==> src/rtl/ro_meas_sched_pkg.sv <==
// Shared definitions for the RO measurement scheduler: register offsets,
// CTRL/STATUS bit positions, FSM and sensor-select encodings.
package ro_meas_sched_pkg;

  localparam logic [7:0] OFF_CTRL   = 8'h00;
  localparam logic [7:0] OFF_WINDOW = 8'h02;
  localparam logic [7:0] OFF_S_LO   = 8'h04;
  localparam logic [7:0] OFF_S_HI   = 8'h06;
  localparam logic [7:0] OFF_L_LO   = 8'h08;
  localparam logic [7:0] OFF_L_HI   = 8'h0A;
  localparam logic [7:0] OFF_S_RES  = 8'h0C;
  localparam logic [7:0] OFF_L_RES  = 8'h0E;
  localparam logic [7:0] OFF_STATUS = 8'h10;
  localparam logic [7:0] OFF_ERRCNT = 8'h12;

  localparam int CTRL_START = 0;
  localparam int CTRL_CONT  = 1;
  localparam int CTRL_SSEL  = 2;
  localparam int CTRL_LSEL  = 3;
  localparam int CTRL_IRQEN = 4;
  localparam int CTRL_ABORT = 5;

  localparam int ST_BUSY  = 0;
  localparam int ST_DONE  = 1;
  localparam int ST_SLOW  = 2;
  localparam int ST_SHIGH = 3;
  localparam int ST_LLOW  = 4;
  localparam int ST_LHIGH = 5;

  typedef enum logic [2:0] {
    FSM_IDLE, FSM_PRE, FSM_RUN, FSM_SETTLE, FSM_EVAL
  } fsm_t;

  typedef enum logic {SEL_SHORT = 1'b0, SEL_LONG = 1'b1} sel_t;

  // Timer reload for an N-cycle window; a zero window still runs one cycle.
  function automatic logic [15:0] win_load(input logic [15:0] win);
    return (win == 16'd0) ? 16'd0 : win - 16'd1;
  endfunction

endpackage

==> src/rtl/ro_meas_sched_if.sv <==
// openMSP430 peripheral bus slice seen by the RO measurement scheduler.
interface ro_meas_sched_if;
  logic [13:0] per_addr;
  logic [15:0] per_din;
  logic        per_en;
  logic [1:0]  per_we;
  logic [15:0] per_dout;

  modport master (output per_addr, per_din, per_en, per_we, input per_dout);
  modport slave  (input per_addr, per_din, per_en, per_we, output per_dout);
endinterface

==> src/rtl/ro_meas_sched_win_timer.sv <==
// Loadable down-counter with zero flag; shared by the RUN and SETTLE phases.
module ro_win_timer #(
  parameter int W = 16
)(
  input  logic         mclk,
  input  logic         puc_rst_n,
  input  logic         load,
  input  logic [W-1:0] load_val,
  input  logic         dec,
  output logic         zero
);

  logic [W-1:0] cnt;

  always_ff @(posedge mclk or negedge puc_rst_n) begin
    if (!puc_rst_n)             cnt <= '0;
    else if (load)              cnt <= load_val;
    else if (dec && cnt != '0)  cnt <= cnt - 1'b1;
  end

  assign zero = (cnt == '0);

endmodule

==> src/rtl/ro_meas_sched.sv <==
// Ring-oscillator measurement scheduler: windows each RO enable in turn,
// snapshots its counter around the window and checks the delta against thresholds.
module ro_meas_sched
  import ro_meas_sched_pkg::*;
#(
  parameter logic [14:0] BASE_ADDR  = 15'h01C0,
  parameter int          DEC_WD     = 5,
  parameter int          SETTLE_CYC = 4,
  parameter int          WIN_W      = 16
)(
  input  logic           mclk,
  input  logic           puc_rst_n,
  ro_meas_sched_if.slave per,
  input  logic [15:0]    ro_short_cnt,
  input  logic [15:0]    ro_long_cnt,
  output logic           ro_short_en,
  output logic           ro_long_en,
  output logic           irq
);

  // ---- bus decode ----
  logic       reg_sel, reg_wr, reg_rd;
  logic [7:0] reg_off;

  assign reg_sel = per.per_en & (per.per_addr[13:DEC_WD-1] == BASE_ADDR[14:DEC_WD]);
  assign reg_off = 8'({per.per_addr[DEC_WD-2:0], 1'b0});
  assign reg_wr  = reg_sel & (|per.per_we);
  assign reg_rd  = reg_sel & ~(|per.per_we);

  logic wr_ctrl, wr_window, wr_slo, wr_shi, wr_llo, wr_lhi, wr_status, wr_errcnt;
  assign wr_ctrl   = reg_wr & (reg_off == OFF_CTRL);
  assign wr_window = reg_wr & (reg_off == OFF_WINDOW);
  assign wr_slo    = reg_wr & (reg_off == OFF_S_LO);
  assign wr_shi    = reg_wr & (reg_off == OFF_S_HI);
  assign wr_llo    = reg_wr & (reg_off == OFF_L_LO);
  assign wr_lhi    = reg_wr & (reg_off == OFF_L_HI);
  assign wr_status = reg_wr & (reg_off == OFF_STATUS);
  assign wr_errcnt = reg_wr & (reg_off == OFF_ERRCNT);

  // ---- registers ----
  logic        ctrl_cont, ctrl_ssel, ctrl_lsel, ctrl_irqen;
  logic [15:0] window, s_lo, s_hi, l_lo, l_hi, s_res, l_res, errcnt, snap;
  logic [5:1]  sticky, sticky_set, w1c;

  fsm_t state, state_nxt;
  sel_t sel, sel_nxt;

  logic abort_req, start_req, seq_done, eval_upd, busy;
  logic tmr_load, tmr_zero, tmr_dec;
  logic [WIN_W-1:0] tmr_val;

  assign busy      = (state != FSM_IDLE);
  assign abort_req = wr_ctrl & per.per_din[CTRL_ABORT];
  assign start_req = wr_ctrl & per.per_din[CTRL_START] & ~per.per_din[CTRL_ABORT] & ~busy &
                     (per.per_din[CTRL_SSEL] | per.per_din[CTRL_LSEL]);
  assign eval_upd  = (state == FSM_EVAL) & ~abort_req;
  assign tmr_dec   = (state == FSM_RUN) | (state == FSM_SETTLE);

  always_ff @(posedge mclk or negedge puc_rst_n) begin
    if (!puc_rst_n) begin
      ctrl_cont  <= 1'b0;
      ctrl_ssel  <= 1'b0;
      ctrl_lsel  <= 1'b0;
      ctrl_irqen <= 1'b0;
    end else if (wr_ctrl) begin
      ctrl_cont  <= per.per_din[CTRL_CONT];
      ctrl_ssel  <= per.per_din[CTRL_SSEL];
      ctrl_lsel  <= per.per_din[CTRL_LSEL];
      ctrl_irqen <= per.per_din[CTRL_IRQEN];
    end
  end

  always_ff @(posedge mclk or negedge puc_rst_n) begin
    if (!puc_rst_n) begin
      window <= '0;
      s_lo   <= '0;
      s_hi   <= '0;
      l_lo   <= '0;
      l_hi   <= '0;
    end else begin
      if (wr_window) window <= per.per_din;
      if (wr_slo)    s_lo   <= per.per_din;
      if (wr_shi)    s_hi   <= per.per_din;
      if (wr_llo)    l_lo   <= per.per_din;
      if (wr_lhi)    l_hi   <= per.per_din;
    end
  end

  // ---- FSM ----
  always_ff @(posedge mclk or negedge puc_rst_n) begin
    if (!puc_rst_n) begin
      state <= FSM_IDLE;
      sel   <= SEL_SHORT;
    end else begin
      state <= state_nxt;
      sel   <= sel_nxt;
    end
  end

  always_comb begin
    state_nxt = state;
    sel_nxt   = sel;
    tmr_load  = 1'b0;
    tmr_val   = '0;
    seq_done  = 1'b0;
    case (state)
      FSM_IDLE: if (start_req) begin
        state_nxt = FSM_PRE;
        sel_nxt   = per.per_din[CTRL_SSEL] ? SEL_SHORT : SEL_LONG;
      end
      FSM_PRE: begin
        state_nxt = FSM_RUN;
        tmr_load  = 1'b1;
        tmr_val   = WIN_W'(win_load(window));
      end
      FSM_RUN: if (tmr_zero) begin
        state_nxt = FSM_SETTLE;
        tmr_load  = 1'b1;
        tmr_val   = WIN_W'(SETTLE_CYC - 1);
      end
      FSM_SETTLE: if (tmr_zero) state_nxt = FSM_EVAL;
      FSM_EVAL: begin
        if (sel == SEL_SHORT && ctrl_lsel) begin
          state_nxt = FSM_PRE;
          sel_nxt   = SEL_LONG;
        end else begin
          seq_done = 1'b1;
          if (ctrl_cont && (ctrl_ssel || ctrl_lsel)) begin
            state_nxt = FSM_PRE;
            sel_nxt   = ctrl_ssel ? SEL_SHORT : SEL_LONG;
          end else begin
            state_nxt = FSM_IDLE;
          end
        end
      end
      default: state_nxt = FSM_IDLE;
    endcase
    if (abort_req) begin
      state_nxt = FSM_IDLE;
      tmr_load  = 1'b0;
      seq_done  = 1'b0;
    end
  end

  ro_win_timer #(.W(WIN_W)) u_timer (
    .mclk      (mclk),
    .puc_rst_n (puc_rst_n),
    .load      (tmr_load),
    .load_val  (tmr_val),
    .dec       (tmr_dec),
    .zero      (tmr_zero)
  );

  // Enables are registered off the next state so they drop cleanly on abort/reset.
  always_ff @(posedge mclk or negedge puc_rst_n) begin
    if (!puc_rst_n) begin
      ro_short_en <= 1'b0;
      ro_long_en  <= 1'b0;
    end else begin
      ro_short_en <= (state_nxt == FSM_RUN) & (sel_nxt == SEL_SHORT);
      ro_long_en  <= (state_nxt == FSM_RUN) & (sel_nxt == SEL_LONG);
    end
  end

  // ---- snapshot and evaluation ----
  logic [15:0] cur_cnt, delta, cur_lo, cur_hi;
  logic        hit_lo, hit_hi;

  assign cur_cnt = (sel == SEL_LONG) ? ro_long_cnt : ro_short_cnt;
  assign cur_lo  = (sel == SEL_LONG) ? l_lo : s_lo;
  assign cur_hi  = (sel == SEL_LONG) ? l_hi : s_hi;
  assign delta   = cur_cnt - snap;
  assign hit_lo  = delta < cur_lo;
  assign hit_hi  = delta > cur_hi;

  always_ff @(posedge mclk or negedge puc_rst_n) begin
    if (!puc_rst_n) begin
      snap  <= '0;
      s_res <= '0;
      l_res <= '0;
    end else begin
      if (state == FSM_PRE && !abort_req) snap <= cur_cnt;
      if (eval_upd && sel == SEL_SHORT)   s_res <= delta;
      if (eval_upd && sel == SEL_LONG)    l_res <= delta;
    end
  end

  always_comb begin
    sticky_set = '0;
    if (seq_done) sticky_set[ST_DONE] = 1'b1;
    if (eval_upd) begin
      if (sel == SEL_SHORT) begin
        sticky_set[ST_SLOW]  = hit_lo;
        sticky_set[ST_SHIGH] = hit_hi;
      end else begin
        sticky_set[ST_LLOW]  = hit_lo;
        sticky_set[ST_LHIGH] = hit_hi;
      end
    end
  end

  assign w1c = wr_status ? per.per_din[5:1] : '0;

  // Set terms are OR'd after the clear so an EVAL hit beats a same-cycle W1C.
  always_ff @(posedge mclk or negedge puc_rst_n) begin
    if (!puc_rst_n) begin
      sticky <= '0;
      errcnt <= '0;
      irq    <= 1'b0;
    end else begin
      sticky <= (sticky & ~w1c) | sticky_set;
      if (wr_errcnt)
        errcnt <= '0;
      else if (eval_upd && (hit_lo || hit_hi) && errcnt != 16'hFFFF)
        errcnt <= errcnt + 16'd1;
      irq <= ctrl_irqen & (|sticky[5:2]);
    end
  end

  // ---- read mux ----
  logic [15:0] rd_data;

  always_comb begin
    rd_data = '0;
    case (reg_off)
      OFF_CTRL: begin
        rd_data[CTRL_CONT]  = ctrl_cont;
        rd_data[CTRL_SSEL]  = ctrl_ssel;
        rd_data[CTRL_LSEL]  = ctrl_lsel;
        rd_data[CTRL_IRQEN] = ctrl_irqen;
      end
      OFF_WINDOW: rd_data = window;
      OFF_S_LO:   rd_data = s_lo;
      OFF_S_HI:   rd_data = s_hi;
      OFF_L_LO:   rd_data = l_lo;
      OFF_L_HI:   rd_data = l_hi;
      OFF_S_RES:  rd_data = s_res;
      OFF_L_RES:  rd_data = l_res;
      OFF_STATUS: rd_data = {10'd0, sticky, busy};
      OFF_ERRCNT: rd_data = errcnt;
      default:    rd_data = '0;
    endcase
  end

  assign per.per_dout = reg_rd ? rd_data : 16'h0000;

endmodule

==> src/flat_wrapper.sv <==
// flat-port wrapper written by rule: the top's interface ports become plain ports
module ro_meas_sched_flat import ro_meas_sched_pkg::*;
#(
  parameter logic [14:0] BASE_ADDR  = 15'h01C0,
  parameter int          DEC_WD     = 5,
  parameter int          SETTLE_CYC = 4,
  parameter int          WIN_W      = 16
)
  (mclk, puc_rst_n, ro_short_cnt, ro_long_cnt, ro_short_en, ro_long_en, irq, per_per_addr, per_per_din, per_per_en, per_per_we, per_per_dout);
  ro_meas_sched_if per_i ();
  input  logic mclk;
  input  logic puc_rst_n;
  input  logic [15:0] ro_short_cnt;
  input  logic [15:0] ro_long_cnt;
  output logic ro_short_en;
  output logic ro_long_en;
  output logic irq;
  input wire logic [$bits(per_i.per_addr)-1:0] per_per_addr;
  input wire logic [$bits(per_i.per_din)-1:0] per_per_din;
  input wire logic [$bits(per_i.per_en)-1:0] per_per_en;
  input wire logic [$bits(per_i.per_we)-1:0] per_per_we;
  output wire logic [$bits(per_i.per_dout)-1:0] per_per_dout;
  assign per_i.per_addr = per_per_addr;
  assign per_i.per_din = per_per_din;
  assign per_i.per_en = per_per_en;
  assign per_i.per_we = per_per_we;
  assign per_per_dout = per_i.per_dout;
  ro_meas_sched #(.BASE_ADDR(BASE_ADDR), .DEC_WD(DEC_WD), .SETTLE_CYC(SETTLE_CYC), .WIN_W(WIN_W)) u_core (.mclk(mclk), .puc_rst_n(puc_rst_n), .per(per_i), .ro_short_cnt(ro_short_cnt), .ro_long_cnt(ro_long_cnt), .ro_short_en(ro_short_en), .ro_long_en(ro_long_en), .irq(irq));
endmodule
==> config.mk <==
export PLATFORM = sky130hd
export DESIGN_NAME = ro_meas_sched_flat
export DESIGN_NICKNAME = d
export VERILOG_FILES = /design/src/rtl/ro_meas_sched_pkg.sv /design/src/rtl/ro_meas_sched_if.sv /design/src/rtl/ro_meas_sched_win_timer.sv /design/src/rtl/ro_meas_sched.sv /design/src/flat_wrapper.sv
export SDC_FILE = /design/constraint.sdc
export NUM_CORES = 1
export LEC_CHECK = 0
export BUFFER_PORTS_ARGS = -buffer_cell sky130_fd_sc_hd__buf_2
export CAP_MARGIN = 30
export CORE_UTILIZATION = 50
export CTS_BUF_LIST = sky130_fd_sc_hd__clkbuf_2 sky130_fd_sc_hd__clkbuf_4 sky130_fd_sc_hd__clkbuf_8
export DETAILED_ROUTE_END_ITERATION = 10
export PLACE_DENSITY = 0.69
export SYNTH_ARGS = -nofsm -noshare
export SYNTH_HDL_FRONTEND = slang
export SYNTH_SLANG_ARGS = --single-unit
==> constraint.sdc <==
create_clock -name mclk -period 15.32 [get_ports mclk]
set_input_delay 3.064 -clock mclk [delete_from_list [all_inputs] [get_ports mclk]]
set_output_delay 3.064 -clock mclk [all_outputs]
set_load 0.02 [all_outputs]
After elaboration in Yosys (flattened, before gate mapping):

Cells that the tools add are included.

* reductions and logical operators: 21
* $add $sub $neg: 4
* bitwise logic cells: 31
* multiplexer cells: 38
* eq/ne operators: 16
* magnitude comparators: 2

Operators with widths (count)
* $mux W16: 9
* $pmux W11 S9: 1
* $pmux W4 S10: 1
* $logic_not A16 Y1: 2
* $pmux W16 S2: 1
* $sub A16 B1 Y16 const B: 2
* $and A1 B1 Y1: 20
* $add A16 B1 Y16 const B: 1
* $eq A4 B3 Y1 const B: 4
* $gt A16 B16 Y1: 1
* $lt A16 B16 Y1: 1
* $ne A16 B16 Y1 const B: 1
* $reduce_bool A16 Y1: 1
* $sub A16 B16 Y16: 1
* $mux W3: 5
* $pmux W3 S5: 1
* $mux W1: 12
* $eq A10 B4 Y1 const B: 1
* $eq A3 B2 Y1 const B: 3
* $pmux W1 S9: 1
* $eq A4 B2 Y1 const B: 2
* $eq A4 B4 Y1 const B: 2
* $logic_and A1 B1 Y1: 8
* $logic_not A8 Y1: 1
* 19 further kinds: 30

* bits of input ports: 67
* logic and storage cells: 132
* output and inout bits: 19
* register bits after elaboration: 176

Depth between registers and ports, before layout:

Gate-level depths: netlist of run 1.

* word-level depth: 13
* depth in mapped cells: 24
* gate-level depth less buffers: 21

Cells and area by module:

A second synthesis of run 1 with hierarchy kept.

* cell total of the unflattened synthesis: 1043
* area, all modules: 10566.4 um^2

Modules (own cells, without submodules)
* ro_meas_sched: times used 1, seq. area each 4003.8 um^2, cells each 919, area an instance 9511.6 um^2
* ro_win_timer: times used 1, seq. area each 400.4 um^2, cells each 124, area an instance 1054.8 um^2

Worst setup path after synthesis of run 1:

OpenSTA, ideal clock, no wires.

* path kind: input -> output
* start point: input port per_per_addr[2]
* end point: output port per_per_dout[10]
* stages on the path: 7
* buffers on the path: 3
* arrival: 4804 ps
* data required time: 12256 ps
* slack: 7452 ps
* path through: clkbuf_1 nor2b_1 and3_1 clkbuf_1 clkbuf_1 a22oi_1 a31oi_1

* cells in the longest elaborated chain, start to end: 3
* elaborated cells between the ends (all ways): 11
* classes of those cells: eq/ne (9); mux (2)

Ends and longest elaborated chain
* from (decl): RTL line flat_wrapper.sv:18 `input wire logic [$bits(per_i.per_addr)-1:0] per_per_addr;`
* $eq A4 B4 Y1 (tied with other cells): RTL line ro_meas_sched.sv:225 `case (reg_off)`
* $pmux W11 S9 (*): RTL line ro_meas_sched.sv:225
* $mux W16 (*): RTL line ro_meas_sched.sv:245 `assign per.per_dout = reg_rd ? rd_data : 16'h0000;`
* to (decl): RTL line flat_wrapper.sv:22 `output wire logic [$bits(per_i.per_dout)-1:0] per_per_dout;`

Every way passes the cells marked *; elsewhere a longest branch is shown, timed or not.

Worst setup path after layout of run 1:

* start point: input port per_per_addr[2]
* end point: output port per_per_dout[6]

Same word-level chain as after synthesis.

==> results of run 1 <==
[final cells by class]
| cell class | instances | area, sq um |
|---|---|---|
| Timing Repair Buffer | 97 | 542 |
| Sequential cell | 176 | 4410 |
| Tap cell | 270 | 338 |
| Fill cell | 1785 | 8830 |
| Clock inverter | 12 | 134 |
| Multi-Input combinational cell | 777 | 5710 |
| Inverter | 40 | 150 |
| Clock buffer | 20 | 263 |
[kinds of logic after synthesis]
| group | after synthesis |
|---|---|
| AOI/OAI and AO/OA | 247 |
| xor gates and xnor gates | 37 |
| adders and majority gates | 51 |
| buffers and inverters | 89 |
| DFF | 176 |
| muxes | 150 |
| and+or+nand+nor | 292 |
[worst paths after layout]
kind	startpoint	end	slack (ps)	depth (start not counted)
min reg2reg	u_core.l_res[9]	u_core.l_res[9]	490	2
min	u_core.l_res[9]	u_core.l_res[9]	490	2
max	per_per_addr[2]	per_per_dout[6]	7020	8
max reg2reg	u_core.sel	u_core.errcnt[8]	8960	20
min in group asynchronous	puc_rst_n	u_core.s_res[5]	2500	1
max in group asynchronous	puc_rst_n	u_core.s_lo[9]	11120	4
[flip-flops by register name, indices dropped and copies added (netlist names), 3 cells and up]
| name | cells |
|---|---|
| u_core.s_hi | 16 |
| u_core.u_timer.cnt | 16 |
| u_core.snap | 16 |
| u_core.sticky | 5 |
| u_core.l_res | 16 |
| u_core.errcnt | 16 |
| u_core.s_res | 16 |
| u_core.l_lo | 16 |
| u_core.window | 16 |
| u_core.s_lo | 16 |
| u_core.state | 3 |
| u_core.l_hi | 16 |
[cells in the mapped netlist (all sizes together) (3+ instances only)]
cell type  count  share of area
buf           19         0.0091
a22o          14          0.012
nand2b        14         0.0084
nand2        100          0.036
nand4         13         0.0078
a21oi         49          0.024
nor4          14          0.011
a21o           8         0.0057
o21ai         64          0.031
xnor2         13          0.011
o22ai          4         0.0024
a31oi         16         0.0096
nand3b         3         0.0022
or2            3         0.0018
nor2b         12         0.0072
o31a           3         0.0025
a211oi         4         0.0029
or3            5         0.0035
o21a           8         0.0057
a222oi         6         0.0057
nand3         22          0.011
or4            3         0.0022
o31ai          5         0.0036
ha            50          0.060
mux2i         39          0.037
dfrtp        176           0.42
mux2         111           0.12
and2           9         0.0054
a22oi         33          0.024
xor2          24          0.020
a221oi        20          0.017
and3          11         0.0066
inv           40          0.014
o211ai         4         0.0029
nor2          58          0.021
clkbuf        30          0.011
nor3          16         0.0081
[tightest hold or removal path, delay by kind of cell, from the launching register on]
family          cells  cell delay (ps)
simple gates        1               40
flops               1              350
compound gates      1               60
[per-layer routing]
| metal | vias up | global-route usage |
|---|---|---|
| li1 | 3960 | - |
| met1 | 4133 | 0.372 |
| met2 | 325 | 0.419 |
| met3 | 52 | 0.0571 |
| met4 | 0 | 0.0917 |
| met5 | - | 0 |
[report_power, final]
part / total [uW] / internal [uW] / switching (uW)
registers: 491 / 478 / 12.8
logic: 152 / 61.6 / 90.9
clock network: 330 / 153 / 177
total: 974 / 693 / 280
[per-stage QoR]
stage	hold WS, ps	cells
after floorplan	444	1042
after global placement	465	1359
after detailed placement	473	1359
after CTS	492	1391
after global routing	524	1392
final	489	1392
==> impl_results.md, run 1 <==
- First-pass DRT Iterations: 7
- Hold Fails Final Rpt: 0
- CTS tree: built
- Via count: 8470
- #FFs+latches synth: 176
- Outcome: finished clean
- CP Buf/Inv Count: 3
- Diode count: 0
- RSZ-0062 raised after global routing: no
- Post-Synth Adder-Cell Area: 0.0617
- Post-Route Utilization: 0.567
- Nets: 1227
- WL final: 28400 um
- Async SR Flop Fraction: 1.00
- Compound-gate portion of the synthesized area: 0.156
- Synth cell types: 61
- Max-slew violation count: 0
- Yosys warnings: 0
- CTS clock-pin slew for the worst setup and hold paths: 80 ps
- Least-Margin Pin Slew: 1050 ps
- Die height: 147 um
- Starting Density: 0.514
- Main synth FF type: dfrtp_1
- DR iter-0 viols: 586
- Die Width: 147 um
- Critical-path maximum fanout: 11
- Final setup TNS: 0 ps
- Worst setup EP type: output pin
- Post-Synthesis Mean Instance Area: 10.0 sq um
- RD Place Congestion: 0.872
- Static Leakage: 0.00564 uW
- EDFF count, synth: 0
- Setup bufs post-CTS: 0
- Vias in the first global route: 8327
- Startpoint Class: primary input
- Worst skew pair latency: 470 ps
- Num CTS Buffers: 17
- Setup ws final: 7020 ps
- CTS HTree Levels: 4
- Hpwl dp: 20100 um
- Largest net degree at the start of global routing: 72
- Most frequent cells in the layout: 175 x dfrtp_1, 111 x mux2_2, 99 x nand2_1
- Total power: 974 uW
- Synth Cell Area: 0.0105 sq mm
- GRT Overall Usage: 0.269
- WL met2: 12900 um
- Syn nets: 1160
- Peak VDD IR: 0.0000621 V
- Row cnt: 52
- Dpl ws: 7090 ps
- Clock sinks: 176
- CP Class: in -> out
- DR WL/cell: 20.4 um
- Max cap viols: 0
- Sequential-to-total area share from yosys stat: 0.421
- Combinational family with the most area after synthesis: multiplexers
- Max Fclk: 120 MHz
- Hold crit path type: reg -> reg
- XOR/XNOR share of the synthesized area: 0.0310
- IO buf count: 85
- Fin crit share: 0.542
- Post-CTS Resized: 0
- Most common cell on crit path: buf_2
- Syn Inst Count: 1042
- Antenna violations before repair: 0
- Hold buffer count at CTS: 0
- Commonest non-fill, non-tap cell in the layout: dfrtp_1
- Clock tree root buffer cell: clkbuf_8
- Core area: 0.0204 sq mm
- Detail Route Antenna Nets: 0
- Vias per inst: 6.08
- Slew Limit Headroom: 0.300
- Worst path top cell family by delay: simple AND/OR/NAND/NOR gates
- DR WL met3: 1960 um
- Finished layout cell area: 0.0115 sq mm
- CP max stage cell: nor2_1
- CP required: 12260 ps
- Area grow syn2layout: 10.2%
- Final setup violation count: 0
- Layout cells sized above 1: 0.225
- Grt ovf: 0
- Clock Path Buffers: 2
- PD cells: 84.4 mW/mm^2
- Io pins: 86
- Post-route minimum period: 8300 ps
- Die area: 0.0215 sq mm
- First-pass GRT wire length: 44600 um
- DRC Markers: 0
- Crit-path cells: buf_2, nor2b_1, nand2_1, nor2_1, buf_4, a22oi_1, a31oi_1, buf_2
- Uppermost layer routed: met4
- Delay of the slowest critical-path stage: 450 ps
- Mux cell area share after synthesis: 0.157
- Synth Area in Simple Gates: 0.140
- Max Clock Skew: 16.0 ps
- DP Area: 0.0111 sq mm
- Critical Path AT: 5240 ps
- M1 WL: 12900 um
(Power assumes the default switching activity.)
==> inputs of run 2 (changes only) <==
- PLACE_DENSITY: 0.69 -> 0.71
- clock period: 15.32 -> 6.8 ns (I/O delays scaled with it)
==> run 2 against run 1 <==
Clock skew rose by 3.4 ps. Sequential power grew 130%. Count of clock-buffer cells in the layout rose by 1. Largest power group unchanged. Die area did not move. Largest cell class unchanged. Combinational power is 130% higher. Worst setup slack got worse by 5900 ps. Final cell count did not move. Via count grew 0.48%. Critical path depth is 13 higher.
==> impl_results.md, run 2 (same netlist as run 1, synthesis figures left out) <==
- Outcome: finished clean
- Starting Density: 0.514
- Hold buffer count at CTS: 0
- Post-CTS Resized: 0
- CTS clock-pin slew for the worst setup and hold paths: 90 ps
- GRT Overall Usage: 0.270
- CP Class: in -> reg
- Post-route minimum period: 5660 ps
- CP required: 7200 ps
- Layout cells sized above 1: 0.226
- Worst Hold Slack: 494 ps
- Io pins: 86
- FF-to-FF End: u_core.errcnt[8]
- Antenna violations before repair: 0
- Core area: 0.0204 sq mm
- Met1 usage: 0.364
- Via count: 8511
- Max cap viols: 0
- Reg2Reg Setup Slack: 1370 ps
- Vias per inst: 6.11
- WHS Path Cells: 1
- CP max stage cell: or4_1
- Max Clock Skew: 19.4 ps
- Max-slew violation count: 0
- Met2 Use GR: 0.428
- Startpoint Class: primary input
- M3 GR Usage: 0.0435
- Clock sinks: 176
- Diode count: 0
- Hold crit path type: reg -> reg
- Area grow syn2layout: 9.97%
- Crit-path cells: buf_2, mux2_2, ha_1, nor2b_1, o31a_1, o21a_1, o211ai_1, a31oi_1, or4_1, a31oi_1, xor2_1, ha_1, nand4_1, nor4_1, a21boi_0, o31ai_1, a21oi_2, buf_4, nand2_1, or3_1, a21oi_1
- Worst path top cell family by delay: compound AO/OA/AOI/OAI gates
- Reg area: 0.00441 sq mm
- Die Width: 147 um
- Peak VDD IR: 0.000109 V
- RD Place Congestion: 0.871
- R2r startpoint: u_core.sel
- Slew Limit Headroom: 0.300
- Final setup violation count: 0
- Worst reg-to-reg path cell count: 20
- Die height: 147 um
- Largest net degree at the start of global routing: 85
- Worst setup EP type: register
- Detail Route Antenna Nets: 0
- Clock tree root buffer cell: clkbuf_8
- Hold Fails Final Rpt: 0
- Hpwl dp: 20200 um
- Fill count: 1800
- First-pass DRT Iterations: 5
- CP Buf/Inv Count: 2
- Fin crit share: 0.832
- Die area: 0.0215 sq mm
- Final setup TNS: 0 ps
- CTS HTree Levels: 4
- First-pass GRT wire length: 45300 um
- Worst min-delay path startpoint: u_core.u_timer.cnt[5]
- Hold Crit Endpoint: u_core.u_timer.cnt[5]
- Nets: 1227
- Critical-path maximum fanout: 15
- Static Leakage: 0.00564 uW
- Clock Path Buffers: 2
- Vias in the first global route: 8548
- PD cells: 189 mW/mm^2
- DR WL/cell: 19.9 um
- Most frequent cells in the layout: 175 x dfrtp_1, 111 x mux2_2, 99 x nand2_1
- RSZ-0062 raised after global routing: no
- Row cnt: 52
- IO buf count: 85
- Least-Margin Pin Slew: 1050 ps
- Multi-input gate area: 0.00571 sq mm
- Worst skew pair latency: 480 ps
- Critical Path AT: 6050 ps
- WL final: 27800 um
- Grt ovf: 0
- Num CTS Buffers: 17
- DRC Markers: 0
- Setup bufs post-CTS: 0
- Delay of the slowest critical-path stage: 410 ps
- CTS tree: built
- DR iter-0 viols: 677
- Commonest non-fill, non-tap cell in the layout: dfrtp_1
- Gr busiest metal: met2
- Max Fclk: 177 MHz
run 2: stage by stage:
| step | power (uW) | utilization | instances | worst slack (ps) | area, sq um |
|---|---|---|---|---|---|
| after floorplan | 1340 | - | 1042 | 1370 | 10500 |
| after global placement | 1450 | 0.546 | 1360 | 877 | 11100 |
| after detailed placement | 1460 | 0.546 | 1360 | 691 | 11100 |
| after CTS | 2180 | 0.565 | 1392 | 1200 | 11500 |
| after global routing | 2290 | 0.565 | 1392 | 786 | 11500 |
| final | 2170 | 0.565 | 1392 | 1140 | 11500 |
run 2: where the power goes:
group	switching (uW)	internal, uW
registers	29.0	1080
clock network	400	326
logic	204	138
total	633	1540
run 2: final cells by class:
class	count	share of cell area
multi-input combinational	777	0.496
sequential	176	0.383
timing repair buffer	97	0.0453
tap	270	0.0293
clock buffer	21	0.0246
inverter	40	0.0130
clock inverter	11	0.00913
run 2: worst max path at each step:
| stage | startpoint | to | slack (ps) | cells after the start |
|---|---|---|---|---|
| 2_1_floorplan | ro_long_cnt[1] | u_core.errcnt[15] | 1370 | 20 |
| 3_3_place_gp | ro_long_cnt[1] | u_core.errcnt[8] | 880 | 21 |
| 3_5_place_dp | ro_long_cnt[1] | u_core.errcnt[8] | 690 | 21 |
| 4_1_cts | ro_long_cnt[1] | u_core.errcnt[8] | 1200 | 21 |
| 5_1_grt | ro_long_cnt[0] | u_core.errcnt[8] | 790 | 23 |
| 6_report | ro_long_cnt[1] | u_core.errcnt[8] | 1140 | 21 |
run 2: layer usage:
| layer | vias to the layer above | share of wire |
|---|---|---|
| met5 | - | 0 |
| met4 | 0 | 0.033 |
| met3 | 68 | 0.056 |
| met2 | 286 | 0.46 |
| met1 | 4194 | 0.45 |
| li1 | 3963 | - |
==> inputs of run 3 (changes only) <==
- ABC_AREA: default -> 1
- clock period: 6.8 -> 5.05 ns (I/O delays scaled with it)
==> run 3 against run 2 <==
Sequential power increased by 34%. Sequential share of layout area decreased by 2.2 points. First-iteration DRC count increased by 50%. Clock skew decreased by 6.4 ps. Critical path type is now reg -> reg. Critical endpoint is now u_core.errcnt[1]. Largest power group unchanged.
==> impl_results.md, run 3 <==
- Max cap viols: 0
- Sw Share: 0.299
- Least-Margin Pin Slew: 993 ps
- Slew Limit Headroom: 0.337
- Clock Path Buffers: 2
- Clock tree root buffer cell: clkbuf_8
- Num CTS Buffers: 17
- Critical path destination: u_core.errcnt[1]
- Post-Synthesis Mean Instance Area: 7.30 sq um
- Worst setup EP type: register
- #FFs+latches synth: 176
- CP Class: reg -> reg
- Outcome: finished clean
- Largest net degree at the start of global routing: 52
- Fill count: 2149
- Pint: 2060 uW
- Detail Route Antenna Nets: 0
- Worst Setup SP: u_core.sel
- First-pass GRT wire length: 50600 um
- Post-CTS Resized: 0
- Commonest non-fill, non-tap cell in the layout: nand2_1
- Core area: 0.0218 sq mm
- Main synth FF type: dfrtp_1
- Starting Density: 0.508
- Die height: 151 um
- IO buf count: 85
- Peak VDD IR: 0.000137 V
- CTS tree: built
- WL final: 32000 um
- Layout cells sized above 1: 0.0940
- CTS clock-pin slew for the worst setup and hold paths: 100 ps
- Nets: 1701
- Post-route minimum period: 4480 ps
- Worst Hold Slack: 465 ps
- Area share of the largest cell type after synthesis: 0.398
- Static Leakage: 0.00637 uW
- Worst skew pair latency: 480 ps
- Sequential-to-total area share from yosys stat: 0.398
- Hold Fails Final Rpt: 0
- Net load switching power: 880 uW
- First-pass DRT Iterations: 5
- Setup bufs post-CTS: 0
- Synth cell types: 45
- Die Width: 151 um
- Dpl ws: 485 ps
- Async SR Flop Fraction: 1.00
- Critical-path maximum fanout: 16
- DRC Markers: 0
- Most frequent cells in the layout: 415 x nand2_1, 211 x o21ai_0, 195 x inv_1
- DR iter-0 viols: 1018
- Diode count: 0
- CP required: 5420 ps
- Final setup TNS: 0 ps
- Max-slew violation count: 0
- Yosys warnings: 0
- R2r startpoint: u_core.sel
- Combinational cell fraction of total power: 0.133
- Placed cell count: 1843
- Io pins: 86
- Via count: 10500
- Final setup violation count: 0
- Hpwl dp: 24200 um
- Vias per inst: 5.58
- Most numerous cell in the Yosys netlist: nand2_1
- Die area: 0.0227 sq mm
- CTS HTree Levels: 4
- Row cnt: 54
- Non-filler instance count after layout: 1876
- Syn Inst Count: 1515
- PD cells: 241 mW/mm^2
- Clock sinks: 176
- Worst reg-to-reg path cell count: 20
- Grt ovf: 0
- Hold buffer count at CTS: 0
- EDFF count, synth: 0
- Fin crit share: 0.888
- Antenna violations before repair: 0
- Clock network fraction of design power: 0.360
- Area grow syn2layout: 10.4%
- Vias in the first global route: 9650
- Synth cell count leaders: 415 x nand2_1, 211 x o21ai_0, 195 x inv_1
- Max Clock Skew: 13.0 ps
- Reg2Reg Setup Slack: 570 ps
- Critical Path AT: 4850 ps
- Startpoint Class: register
- Largest area contributor in the netlist: dfrtp_1
- Synth Cell Area: 0.0111 sq mm
- Synth area leaders: dfrtp_1 40%, nand2_1 14%, o21ai_0 9.5%
- Seq pwr share: 0.507
- Max Fclk: 223 MHz
- DR WL/cell: 17.1 um
- Syn nets: 1633
- Hold crit path type: in -> async
- RSZ-0062 raised after global routing: no
- GRT Overall Usage: 0.293
- RD Place Congestion: 0.925
- Total power: 2940 uW
- FF-to-FF End: u_core.errcnt[1]
- Setup ws final: 566 ps
==> run 3: cell count changes in the layout (fill, tap and decap cells not counted), sizes merged, moves of 14 or more <==
| cell | previous run | this run |
|---|---|---|
| nand3 | 22 | 83 |
| a22oi | 33 | 0 |
| o21ai | 64 | 211 |
| nand4 | 13 | 34 |
| o22ai | 4 | 23 |
| nor2 | 58 | 80 |
| nand2 | 100 | 419 |
| mux2 | 111 | 0 |
| inv | 43 | 204 |
| mux2i | 39 | 10 |
| nand2b | 14 | 0 |
==> run 3: power by group through the flow <==
| stage | clock [uW] | combinational, uW | sequential (uW) |
|---|---|---|---|
| after floorplan | 0 | 257 | 1510 |
| after global placement | 0 | 381 | 1520 |
| after detailed placement | 0 | 390 | 1520 |
| after CTS | 1070 | 391 | 1490 |
| after global routing | 1120 | 449 | 1500 |
| final | 1060 | 391 | 1490 |
==> run 3: how the worst min path moves through the flow <==
stage,end,cells after the start
global placement,u_core.l_res[10],2
detailed placement,u_core.l_res[10],2
finish,u_core.errcnt[6],1
floorplan,u_core.state[2],1
global route,u_core.errcnt[6],1
CTS,u_core.snap[8],1
==> run 3: layout make-up <==
cell class	count	area [sq um]	share of cell area
repair buffers	101	599	0.0491
well taps	280	350	0.0287
multi-input cells	1088	5680	0.466
clock inverters	14	171	0.0140
inverters	199	747	0.0612
clock buffers	18	248	0.0203
flip-flops and latches	176	4410	0.361
==> run 3: critical path: stages (launching register included) <==
cell	delay [ps]
dfrtp_2	430
inv_1	480
nand2_1	100
nand2_1	110
ha_1	300
a21o_1	190
a31oi_1	230
nand3_1	210
a21boi_0	250
xor2_1	320
inv_1	120
ha_1	290
nand4_1	120
nor3_1	340
nand2_1	100
nand2_1	70
nand2_1	110
nand2_1	130
nand2_2	210
nand3_1	180
nand2_1	70
==> run 3: per-stage QoR <==
stage | instance area (sq um) | utilization
CTS | 12200 | 0.560
finish | 12200 | 0.561
global route | 12200 | 0.561
detailed placement | 11800 | 0.540
global placement | 11700 | 0.538
floorplan | 11100 | -
==> run 3: cells by family after synthesis <==
logic type      count (synthesis)  synth area share
buf+inv                       251            0.0879
mux                            10           0.00905
xor+xnor                       40            0.0317
compound gates                335             0.167
simple gates                  652             0.247
fa+ha+maj                      51            0.0584
flops                         176             0.398
==> run 3: metal layers <==
metal,up-vias,GRT usage,routed length [um]
met2,371,0.454,14200
met4,0,0.0915,775
met1,4907,0.404,14600
li1,5142,-,-
met3,50,0.0673,2450
met5,-,0,0
